## src/rtl/ss_capture_pkg.sv

```systemverilog
// Shared constants and helpers for the seven-segment scan receiver.
// Segment patterns are active-low a..g in bits 6:0.
package ss_capture_pkg;

  localparam logic [6:0] SEG_0 = 7'h40;
  localparam logic [6:0] SEG_1 = 7'h79;
  localparam logic [6:0] SEG_2 = 7'h24;
  localparam logic [6:0] SEG_3 = 7'h30;
  localparam logic [6:0] SEG_4 = 7'h19;
  localparam logic [6:0] SEG_5 = 7'h12;
  localparam logic [6:0] SEG_6 = 7'h02;
  localparam logic [6:0] SEG_7 = 7'h78;
  localparam logic [6:0] SEG_8 = 7'h00;
  localparam logic [6:0] SEG_9 = 7'h10;

  localparam logic [3:0] SEG_BLANK_ANODES = 4'hF;

  localparam logic [1:0] IDX_MINS1  = 2'd0;
  localparam logic [1:0] IDX_MINS2  = 2'd1;
  localparam logic [1:0] IDX_HOURS1 = 2'd2;
  localparam logic [1:0] IDX_HOURS2 = 2'd3;

  localparam logic [3:0] HOURS2_MAX        = 4'd2;
  localparam logic [3:0] HOURS1_MAX_AT_TOP = 4'd3;
  localparam logic [3:0] MINS2_MAX         = 4'd5;

  typedef enum logic [1:0] {
    SLOT_BLANK,
    SLOT_SINGLE,
    SLOT_ILLEGAL
  } slot_kind_e;

  // Four BCD digits indexed by IDX_*.
  typedef logic [3:0][3:0] digits_t;

  function automatic slot_kind_e classify_anodes(input logic [3:0] an_n);
    slot_kind_e kind;
    case (an_n)
      SEG_BLANK_ANODES:                     kind = SLOT_BLANK;
      4'b1110, 4'b1101, 4'b1011, 4'b0111:   kind = SLOT_SINGLE;
      default:                              kind = SLOT_ILLEGAL;
    endcase
    return kind;
  endfunction

  function automatic logic [1:0] anode_index(input logic [3:0] an_n);
    logic [1:0] idx;
    case (an_n)
      4'b1110: idx = IDX_MINS1;
      4'b1101: idx = IDX_MINS2;
      4'b1011: idx = IDX_HOURS1;
      default: idx = IDX_HOURS2;
    endcase
    return idx;
  endfunction

  function automatic logic frame_in_range(input digits_t d);
    logic bad;
    bad = (d[IDX_HOURS2] > HOURS2_MAX) ||
          ((d[IDX_HOURS2] == HOURS2_MAX) && (d[IDX_HOURS1] > HOURS1_MAX_AT_TOP)) ||
          (d[IDX_MINS2] > MINS2_MAX);
    return !bad;
  endfunction

endpackage

```

## src/rtl/ss_seg_decode.sv

```systemverilog
// Combinational decode of an active-low a..g segment pattern back to BCD.
// Patterns outside the 0..9 table report valid = 0.
module ss_seg_decode
  import ss_capture_pkg::*;
(
  input  logic [6:0] seg_n,
  output logic [3:0] bcd,
  output logic       valid
);

  always_comb begin
    bcd   = '0;
    valid = 1'b1;
    case (seg_n)
      SEG_0:   bcd = 4'd0;
      SEG_1:   bcd = 4'd1;
      SEG_2:   bcd = 4'd2;
      SEG_3:   bcd = 4'd3;
      SEG_4:   bcd = 4'd4;
      SEG_5:   bcd = 4'd5;
      SEG_6:   bcd = 4'd6;
      SEG_7:   bcd = 4'd7;
      SEG_8:   bcd = 4'd8;
      SEG_9:   bcd = 4'd9;
      default: valid = 1'b0;
    endcase
  end

endmodule

```

## src/rtl/ss_capture.sv

```systemverilog
// Seven-segment scan receiver: settle filter, slot decode, frame assembly and
// 24-hour range check. Decimal-point capture is built with SS_CAPTURE_DP_EN.
module ss_capture
  import ss_capture_pkg::*;
#(
  parameter int unsigned SETTLE_CYCLES = 16
) (
  input  logic       CLK100MHZ,
  input  logic       Reset,
  input  logic [3:0] SegmentDrivers,
  input  logic [7:0] SevenSegment,
  output logic [3:0] hours2,
  output logic [3:0] hours1,
  output logic [3:0] mins2,
  output logic [3:0] mins1,
`ifdef SS_CAPTURE_DP_EN
  output logic [3:0] dp_out,
`endif
  output logic       frame_valid,
  output logic       frame_err
);

  localparam logic [7:0] SETTLE_LAST = 8'(SETTLE_CYCLES - 1);
  localparam logic [7:0] SETTLE_MAX  = 8'(SETTLE_CYCLES);

  logic [3:0] prev_an;
  logic [7:0] prev_seg;
  logic [7:0] stab_cnt;
  logic       bus_same;
  logic       settle;

  logic [3:0] dec_bcd;
  logic       dec_ok;
  slot_kind_e kind;
  logic [1:0] slot_idx;
  logic       slot_accept;

  logic [3:0] seen_q, seen_d;
  digits_t    stage_q, stage_d;
  logic       load;
  logic       valid_d, err_d;

  assign bus_same = ({SegmentDrivers, SevenSegment} == {prev_an, prev_seg});
  // Fires only on the transition into saturation, so a held slot is sampled once.
  assign settle   = bus_same && (stab_cnt == SETTLE_LAST);

  always_ff @(posedge CLK100MHZ) begin
    if (Reset) begin
      prev_an  <= SEG_BLANK_ANODES;
      prev_seg <= '1;
      stab_cnt <= '0;
    end else begin
      prev_an  <= SegmentDrivers;
      prev_seg <= SevenSegment;
      if (!bus_same)
        stab_cnt <= '0;
      else if (stab_cnt != SETTLE_MAX)
        stab_cnt <= stab_cnt + 8'd1;
    end
  end

  ss_seg_decode u_decode (
    .seg_n (SevenSegment[6:0]),
    .bcd   (dec_bcd),
    .valid (dec_ok)
  );

  assign kind        = classify_anodes(SegmentDrivers);
  assign slot_idx    = anode_index(SegmentDrivers);
  assign slot_accept = settle && (kind == SLOT_SINGLE) && dec_ok;

  always_comb begin
    seen_d  = seen_q;
    stage_d = stage_q;
    load    = 1'b0;
    valid_d = 1'b0;
    err_d   = 1'b0;
    if (settle) begin
      case (kind)
        SLOT_BLANK: ;
        SLOT_SINGLE: begin
          if (dec_ok) begin
            stage_d[slot_idx] = dec_bcd;
            seen_d            = seen_q | (4'b0001 << slot_idx);
            // Range check sees the digit decoded this cycle via stage_d.
            if (&seen_d) begin
              seen_d = '0;
              if (frame_in_range(stage_d)) begin
                load    = 1'b1;
                valid_d = 1'b1;
              end else begin
                err_d = 1'b1;
              end
            end
          end else begin
            err_d  = 1'b1;
            seen_d = '0;
          end
        end
        default: begin
          err_d  = 1'b1;
          seen_d = '0;
        end
      endcase
    end
  end

  always_ff @(posedge CLK100MHZ) begin
    if (Reset) begin
      seen_q      <= '0;
      stage_q     <= '0;
      hours2      <= '0;
      hours1      <= '0;
      mins2       <= '0;
      mins1       <= '0;
      frame_valid <= 1'b0;
      frame_err   <= 1'b0;
    end else begin
      seen_q      <= seen_d;
      stage_q     <= stage_d;
      frame_valid <= valid_d;
      frame_err   <= err_d;
      if (load) begin
        hours2 <= stage_d[IDX_HOURS2];
        hours1 <= stage_d[IDX_HOURS1];
        mins2  <= stage_d[IDX_MINS2];
        mins1  <= stage_d[IDX_MINS1];
      end
    end
  end

`ifdef SS_CAPTURE_DP_EN
  logic [3:0] dp_stage_q, dp_stage_d;

  always_comb begin
    dp_stage_d = dp_stage_q;
    if (slot_accept)
      dp_stage_d[slot_idx] = ~SevenSegment[7];
  end

  always_ff @(posedge CLK100MHZ) begin
    if (Reset) begin
      dp_stage_q <= '0;
      dp_out     <= '0;
    end else begin
      dp_stage_q <= dp_stage_d;
      if (load)
        dp_out <= dp_stage_d;
    end
  end
`else
  logic unused_accept;
  assign unused_accept = slot_accept;
`endif

endmodule

```

## config.mk

```make
export PLATFORM = sky130hd
export DESIGN_NAME = ss_capture
export DESIGN_NICKNAME = d
export VERILOG_FILES = /design/src/rtl/ss_capture_pkg.sv /design/src/rtl/ss_seg_decode.sv /design/src/rtl/ss_capture.sv
export SDC_FILE = /design/constraint.sdc
export NUM_CORES = 1
export LEC_CHECK = 0
export ABC_AREA = 1
export CAP_MARGIN = 30
export CORE_MARGIN = 2
export CORE_UTILIZATION = 45
export DETAILED_ROUTE_END_ITERATION = 16
export GPL_TIMING_DRIVEN = 0
export PLACE_DENSITY = 0.63
export SETUP_SLACK_MARGIN = 0.15
export SLEW_MARGIN = 10
export SYNTH_ARGS = -nofsm -noshare
export SYNTH_HDL_FRONTEND = slang
export SYNTH_SLANG_ARGS = --single-unit
```

## constraint.sdc

```tcl
create_clock -name CLK100MHZ -period 2.6 [get_ports CLK100MHZ]
set_clock_uncertainty 0.05 [all_clocks]
set_input_delay 0.52 -clock CLK100MHZ [delete_from_list [all_inputs] [get_ports CLK100MHZ]]
set_output_delay 0.52 -clock CLK100MHZ [all_outputs]
set_load 0.02 [all_outputs]
```

==> results of run 1 <==
## final cells by class
type	count	area, um2
Buffer	9	65.06
Clock buffer	12	155.1
Clock inverter	4	50.05
Fill cell	691	2849
Inverter	62	232.7
Multi-Input combinational cell	351	1712
Sequential cell	58	1161
Tap cell	80	100.1
Timing Repair Buffer	40	394.1
## state kept, by name (all words and copies together), names as in the netlist
signal and count:
frame_err 1, prev_seg 8, seen_q 4, stab_cnt 8, frame_valid 1, mins2 4
mins1 4, stage_q 16, hours2 4, hours1 4, prev_an 4
## critical path, delay by kind of cell
family                 cells  cell delay [ns]
and+or+nand+nor            9             1.07
buffers and inverters      5             0.84
AOI/OAI and AO/OA          1             0.09
## cells in the final DEF (no fill, tap or decap), types with 4 or more instances in the layout
master           count
a21oi_1             15
buf_4               10
buf_6                4
clkbuf_1             5
clkbuf_8            11
clkdlybuf4s50_1     20
dfxtp_1             58
dlymetal6s2s_1       5
inv_1               55
inv_2                6
nand2_1            155
nand3_1             28
nand4_1              9
nor2_1              77
nor2_2               8
nor2_4              11
nor3_1               9
o21ai_0              5
or2_2                7
xnor2_1              6
## power by group
part | switching [uW] | total, uW | internal [uW]
clock network | 374 | 867 | 493
logic | 113 | 177 | 63.4
registers | 4.29 | 903 | 898
total | 491 | 1950 | 1450
## routing by layer
layer / global-route usage / up-vias / wire length [um]
li1: - / 1585 / -
met1: 0.2690 / 1369 / 3533
met2: 0.3455 / 56 / 3468
met3: 0.04095 / 10 / 343
met4: 0.1009 / 0 / 126
met5: 0 / - / 0
## kinds of logic (layout without fill, tap and decap cells)
kind of cell,count (synthesis),after routing,synth area share
buffers and inverters,71,127,0.09666
adder cells (fa/ha/maj),2,2,0.008122
AO/OA/AOI/OAI,26,26,0.04915
XOR/XNOR,8,8,0.02275
AND/OR/NAND/NOR,315,315,0.4464
flip-flops,58,58,0.3769
## through the flow
stage	cell area (um2)	utilization	hold slack, ns	total power [uW]
after floorplan	3080	-	0.3806	1026
after global placement	3471	0.5166	0.3963	1078
after detailed placement	3471	0.5166	0.3981	1080
after CTS	3752	0.5585	0.3724	1950
after global routing	3870	0.5760	0.3805	2022
final	3870	0.5760	0.3804	1946
## timing repair
action,4_1_cts,5_1_grt
pin swaps,3,5
setup endpoints to repair,20,28
resized for setup,18,19
setup buffers,4,7
hold buffers,0,0
## worst max path at each step
stage	from	endpoint	cells past startpoint
final	SegmentDrivers[2]	hours2[1]	15
after global routing	SegmentDrivers[2]	hours2[1]	15
after CTS	SegmentDrivers[0]	hours2[1]	15
after detailed placement	SevenSegment[4]	hours1[0]	14
after global placement	SevenSegment[4]	hours2[1]	14
after floorplan	SevenSegment[5]	mins1[3]	14
==> results.py, run 1 <==
metrics = {
    "setup_path": {
        "path_cells": "clkdlybuf4s15_1, inv_1, nand4_1, nand2_1, nor2_4, buf_12, o31ai_4, inv_2, nor2_4, nand3b_2, nor2_4, buf_6, nand2_1, nand2_1, nor2_1",
        "reg2regPathDepth": 13,
        "slowest_delay_ns": 0.27,
        "cp.required_ns": 2.79,
        "critPathSlowestCell": "clkdlybuf4s15_1",
        "crit_fanout": 10,
        "regToRegEndpoint": "hours2[1]",
        "r2r_slack_ns": 0.38,
        "startpoint_type": "primary input",
        "arrival_ns": 2.52,
        "reg2reg_from": "stab_cnt[0]",
        "endpoint_kind": "flip-flop",
        "critical_path_class": "in2reg",
    },
    "drt": {
        "drc_errors": 0,
        "drt_iter0_markers": 138,
        "dr.pass1.iters": 4,
        "ant_nets": 0,
        "wl_per_cell_um": 12.13,
        "via_count": 3020,
        "wl_um": 7471,
        "via_per_inst": 4.903,
    },
    "synth": {
        "syn-instance-count": 480,
        "synth_most_common_cell": "nand2_1",
        "ys_warn_count": 0,
        "yosysSeqAreaShare": 0.3769,
        "synth_common_cells": "156 x nand2_1, 88 x nor2_1, 59 x inv_1, 58 x dfxtp_1, 30 x nand3_1",
        "synth_fp_nets": 496,
        "yosys_most_used_dff": "dfxtp_1",
        "syn-cell-area_um2": 3080,
        "ys_types": 30,
        "synthArstFlopShare": 0,
        "synth_edf_count": 0,
        "ys_ff_latch": 58,
        "yosys.area.top_type": "dfxtp_1",
        "netlist_top_cells_area": "dfxtp_1 38%, nand2_1 19%, nor2_1 11%",
        "synth_top_area_frac": 0.3769,
        "syn-mean-instance-area_um2": 6.418,
    },
    "global_routing": {
        "grt_pass1_vias": 2785,
        "grt_max_degree": 11,
        "grt_pass1_wl_um": 12280,
        "antenna_found_initial": 0,
        "track_usage": 0.2119,
        "grt_overflow": 0,
    },
    "place": {
        "pre_cts_ws_ns": -0.4015,
        "port_buffers": 29,
        "post-place-cells": 589,
        "place_hpwl_um": 5427,
        "routabilityCongestion": 0.9057,
    },
    "pwr": {
        "power_density_nw_per_um2": 502.9,
        "ir_drop_mv": 0.2788,
        "leakagePower_uw": 0.001868,
    },
    "sta": {
        "timing_max_transition_violations_final": 0,
        "fin_ws_ns": 0.2717,
        "tns_ns": 0,
        "max_freq_mhz": 429.5,
        "hold_viol": 0,
        "tightest_slew_ns": 0.5179,
        "rsz0062_at_grt": "no",
        "relSlewSlack": 0.6548,
        "fin_crit_ns": 2.328,
        "finalSetupViolations": 0,
        "post-route-period-util": 0.8955,
    },
    "final_layout": {
        "layout-area-overhead-vs-synth_pct": 25.63,
        "fin_cells": 616,
        "nets": 547,
        "drive_gt1_frac": 0.1381,
        "diodes": 0,
    },
    "run": {
        "cap_viol_max_count": 0,
    },
    "hold_path": {
        "hold_end": "prev_an[3]",
        "hp-start": "SegmentDrivers[3]",
        "min_delay_path_depth": 3,
        "hold_class": "in2reg",
    },
    "floorplanning": {
        "initial_utilization": 0.4585,
        "fp.dieH_um": 86.74,
        "core.rowCount": 30,
        "io_pins": 32,
        "core_area_um2": 6719,
        "die-width_um": 86.74,
        "die_area_um2": 7523,
    },
    "clocking": {
        "cts.reportedPaths.clkPinSlew_ns": 0.07,
        "clk_latency_ns": 0.34,
        "cts.sinks": 58,
        "clk_path_buf_depth": 2,
        "cts_buffers": 9,
        "cts_tree": "done",
        "htreeDepth": 3,
        "cts_root_buf": "clkbuf_8",
    },
    "run_status": {
        "run_status": "completed",
    },
}
No activity file was read; power rests on OpenSTA's default activity.
==> run 2: changes to the inputs <==
--- a/config.mk
+++ b/config.mk
@@ -9,11 +9,13 @@
 export CAP_MARGIN = 30
 export CORE_MARGIN = 2
 export CORE_UTILIZATION = 45
+export CTS_CLUSTER_DIAMETER = 40
 export DETAILED_ROUTE_END_ITERATION = 16
 export GPL_TIMING_DRIVEN = 0
-export PLACE_DENSITY = 0.63
+export PLACE_DENSITY = 0.62
 export SETUP_SLACK_MARGIN = 0.15
 export SLEW_MARGIN = 10
 export SYNTH_ARGS = -nofsm -noshare
 export SYNTH_HDL_FRONTEND = slang
+export SYNTH_HIERARCHICAL = 1
 export SYNTH_SLANG_ARGS = --single-unit
==> run 2 against run 1 <==
  * Non-clock buffer count is 1 lower
  * Via count is 0.99% higher
  * Die area is 3.7% higher
  * Utilization is 0.35 points higher
  * Final cell count is 7.0% higher
  * Routed wire length is 5.1% lower
  * Register-to-register slack hardly changed
  * Fmax is 1.4% higher
  * Setup slack better by 0.032 ns
  * Design area is 2.3% higher
  * Power is 2.7% higher
  * Clock power is 9.2% higher
  * Largest cell class unchanged
  * Highest routed layer unchanged
==> results.py, run 2 <==
metrics = {
    "final_layout": {
        "fin_cells": 659,
        "largest-register": "stage_q",
        "reg_top3": "stage_q x16, prev_seg x8, stab_cnt x8",
        "layout_commonest_cell": "nand2_1",
        "drive_gt1_frac": 0.1492,
        "largest_reg_flops": 16,
        "regArea_um2": 1161,
        "fin_area_um2": 3959,
        "postLayoutCoreUtil": 0.5795,
        "fill_cells": 720,
        "nets": 574,
        "diodes": 0,
        "layout-area-overhead-vs-synth_pct": 23.69,
        "multi_input_area_um2": 1710,
        "final_cell_mix": "165 x nand2_1, 76 x nor2_1, 65 x inv_1, 58 x dfxtp_1, 19 x clkdlybuf4s50_1",
    },
    "clocking": {
        "hold_buffers": 0,
        "cts_buffers": 9,
        "cts_tree": "done",
        "htreeDepth": 3,
        "clk_latency_ns": 0.33,
        "cts_root_buf": "clkbuf_8",
        "cts.sinks": 58,
        "clk_path_buf_depth": 2,
        "cts.reportedPaths.clkPinSlew_ns": 0.07,
    },
    "global_routing": {
        "grt_overflow": 0,
        "track_usage": 0.1975,
        "grt_pass1_wl_um": 11940,
        "antenna_found_initial": 0,
        "grt_max_degree": 12,
        "grt_pass1_vias": 2794,
    },
    "setup_path": {
        "critPathMostFrequentCell": "nor2_4",
        "crit_fanout": 10,
        "cp.required_ns": 2.78,
        "endpoint_kind": "flip-flop",
        "reg2regPathDepth": 13,
        "arrival_ns": 2.48,
        "cp_num_buf_inv": 5,
        "critical_path_class": "in2reg",
        "startpoint_type": "primary input",
        "critical_path.top_delay_family": "simple AND/OR/NAND/NOR gates",
        "crit_cells": 16,
        "slowest_delay_ns": 0.38,
        "critPathSlowestCell": "dlygate4sd2_1",
        "path_cells": "dlygate4sd2_1, inv_2, nor2_4, nand3_2, nand2_2, nor2_1, nand3_4, inv_2, nor2_4, buf_4, nand3_1, nor2_4, buf_6, nand2_1, nand2_1, nor2_1",
    },
    "synth": {
        "syn-mean-instance-area_um2": 6.239,
        "synth_top_area_frac": 0.3628,
        "yosysSeqAreaShare": 0.3628,
        "synth_fp_nets": 529,
        "syn-cell-area_um2": 3201,
        "synth_common_cells": "167 x nand2_1, 81 x nor2_1, 68 x inv_1, 58 x dfxtp_1, 18 x o21ai_0",
        "ys_warn_count": 6,
        "synthArstFlopShare": 0,
        "synth_most_common_cell": "nand2_1",
        "synth_edf_count": 0,
        "ys_types": 28,
        "ys_ff_latch": 58,
        "yosys_most_used_dff": "dfxtp_1",
        "yosys.area.top_type": "dfxtp_1",
        "netlist_top_cells_area": "dfxtp_1 36%, nand2_1 20%, nor2_1 9.5%",
        "syn-instance-count": 513,
    },
    "pwr": {
        "clkPwrFrac": 0.474,
        "power_density_nw_per_um2": 504.9,
        "p_int_uw": 1518,
        "leakagePower_uw": 0.001853,
        "p_sw_uw": 481.2,
        "seqPwrFrac": 0.452,
        "comb_power_share": 0.074,
        "ir_drop_mv": 0.3850,
        "swShare": 0.2407,
        "total_power_uw": 1999,
    },
    "sta": {
        "relSlewSlack": 0.5928,
        "post-route-period-util": 0.8833,
        "rsz0062_at_grt": "yes",
        "timing_max_transition_violations_final": 0,
        "max_freq_mhz": 435.4,
        "fin_crit_ns": 2.297,
        "finalSetupViolations": 0,
        "tightest_slew_ns": 0.6107,
        "hold_viol": 0,
        "tns_ns": 0,
    },
    "place": {
        "routabilityCongestion": 0.8456,
        "port_buffers": 30,
        "place_hpwl_um": 5240,
        "dpl-instance-area_um2": 3621,
        "post-place-cells": 639,
    },
    "floorplanning": {
        "die-width_um": 88.34,
        "die_area_um2": 7803,
        "initial_utilization": 0.4685,
        "core_area_um2": 6832,
        "core.rowCount": 30,
        "io_pins": 32,
        "fp.dieH_um": 88.34,
    },
    "hold_path": {
        "hold_class": "reg2reg",
        "min_delay_path_depth": 2,
    },
    "drt": {
        "via_count": 3050,
        "dr.pass1.iters": 4,
        "ant_nets": 0,
        "wl_per_cell_um": 10.75,
        "wl_um": 7087,
        "drc_errors": 0,
        "via_per_inst": 4.628,
        "drt_iter0_markers": 118,
    },
    "run": {
        "cap_viol_max_count": 0,
    },
    "run_status": {
        "run_status": "completed",
    },
}
==> run 2: tightest hold or removal path, delay by kind of cell, from the launching register on <==
| family | cells | cell delay, ns |
|---|---|---|
| flops | 1 | 0.31 |
| simple gates | 1 | 0.07 |
| buf+inv | 1 | 0.03 |
==> run 2: final timing paths <==
kind / start / end / slack, ns
min: hours2[3] / hours2[3] / 0.40
min reg2reg: hours2[3] / hours2[3] / 0.40
max: SevenSegment[6] / mins2[2] / 0.30
max reg2reg: stab_cnt[0] / seen_q[3] / 0.39
==> run 2: cell families after synthesis <==
kind of cell,share of synthesized area
buffers and inverters,0.1196
flip-flops,0.3628
adder cells (fa/ha/maj),0.007817
AO/OA/AOI/OAI,0.05747
XOR/XNOR,0.03284
AND/OR/NAND/NOR,0.4195
==> run 2: routing by layer <==
metal	wire, um	track usage	up-vias
met2	3398	0.3322	39
met5	0	0	-
met4	119	0.08264	0
li1	-	-	1636
met3	168	0.04104	11
met1	3400	0.2460	1364
==> run 2: per-stage QoR <==
stage / setup WS, ns / hold slack (ns)
final: 0.3034 / 0.4036
after global routing: 0.1381 / 0.4325
after CTS: 0.1366 / 0.4035
after detailed placement: -0.8671 / 0.3942
after global placement: -0.8386 / 0.3898
after floorplan: 0.2167 / 0.3910
==> run 2: final cells by class <==
| class | count | share of cell area |
|---|---|---|
| clock buffer | 10 | 0.03477 |
| sequential | 58 | 0.2933 |
| clock inverter | 6 | 0.02276 |
| tap | 96 | 0.03034 |
| timing repair buffer | 35 | 0.08976 |
| buffer | 13 | 0.02118 |
| multi-input combinational | 361 | 0.4320 |
| inverter | 80 | 0.07585 |
==> run 2: repair_timing <==
action                                  in CTS  in global routing
pin swaps                                    3                  1
gates resized for setup                     14                 16
setup buffers                                4                  1
endpoints found under the setup margin      33                 32
==> run 2: power groups by stage <==
stage / sequential, uW / combinational [uW] / clock, uW
2_1_floorplan: 923 / 94.4 / 0
3_3_place_gp: 923 / 143 / 0
3_5_place_dp: 924 / 146 / 0
4_1_cts: 903 / 146 / 970
5_1_grt: 904 / 168 / 1010
6_report: 903 / 148 / 947
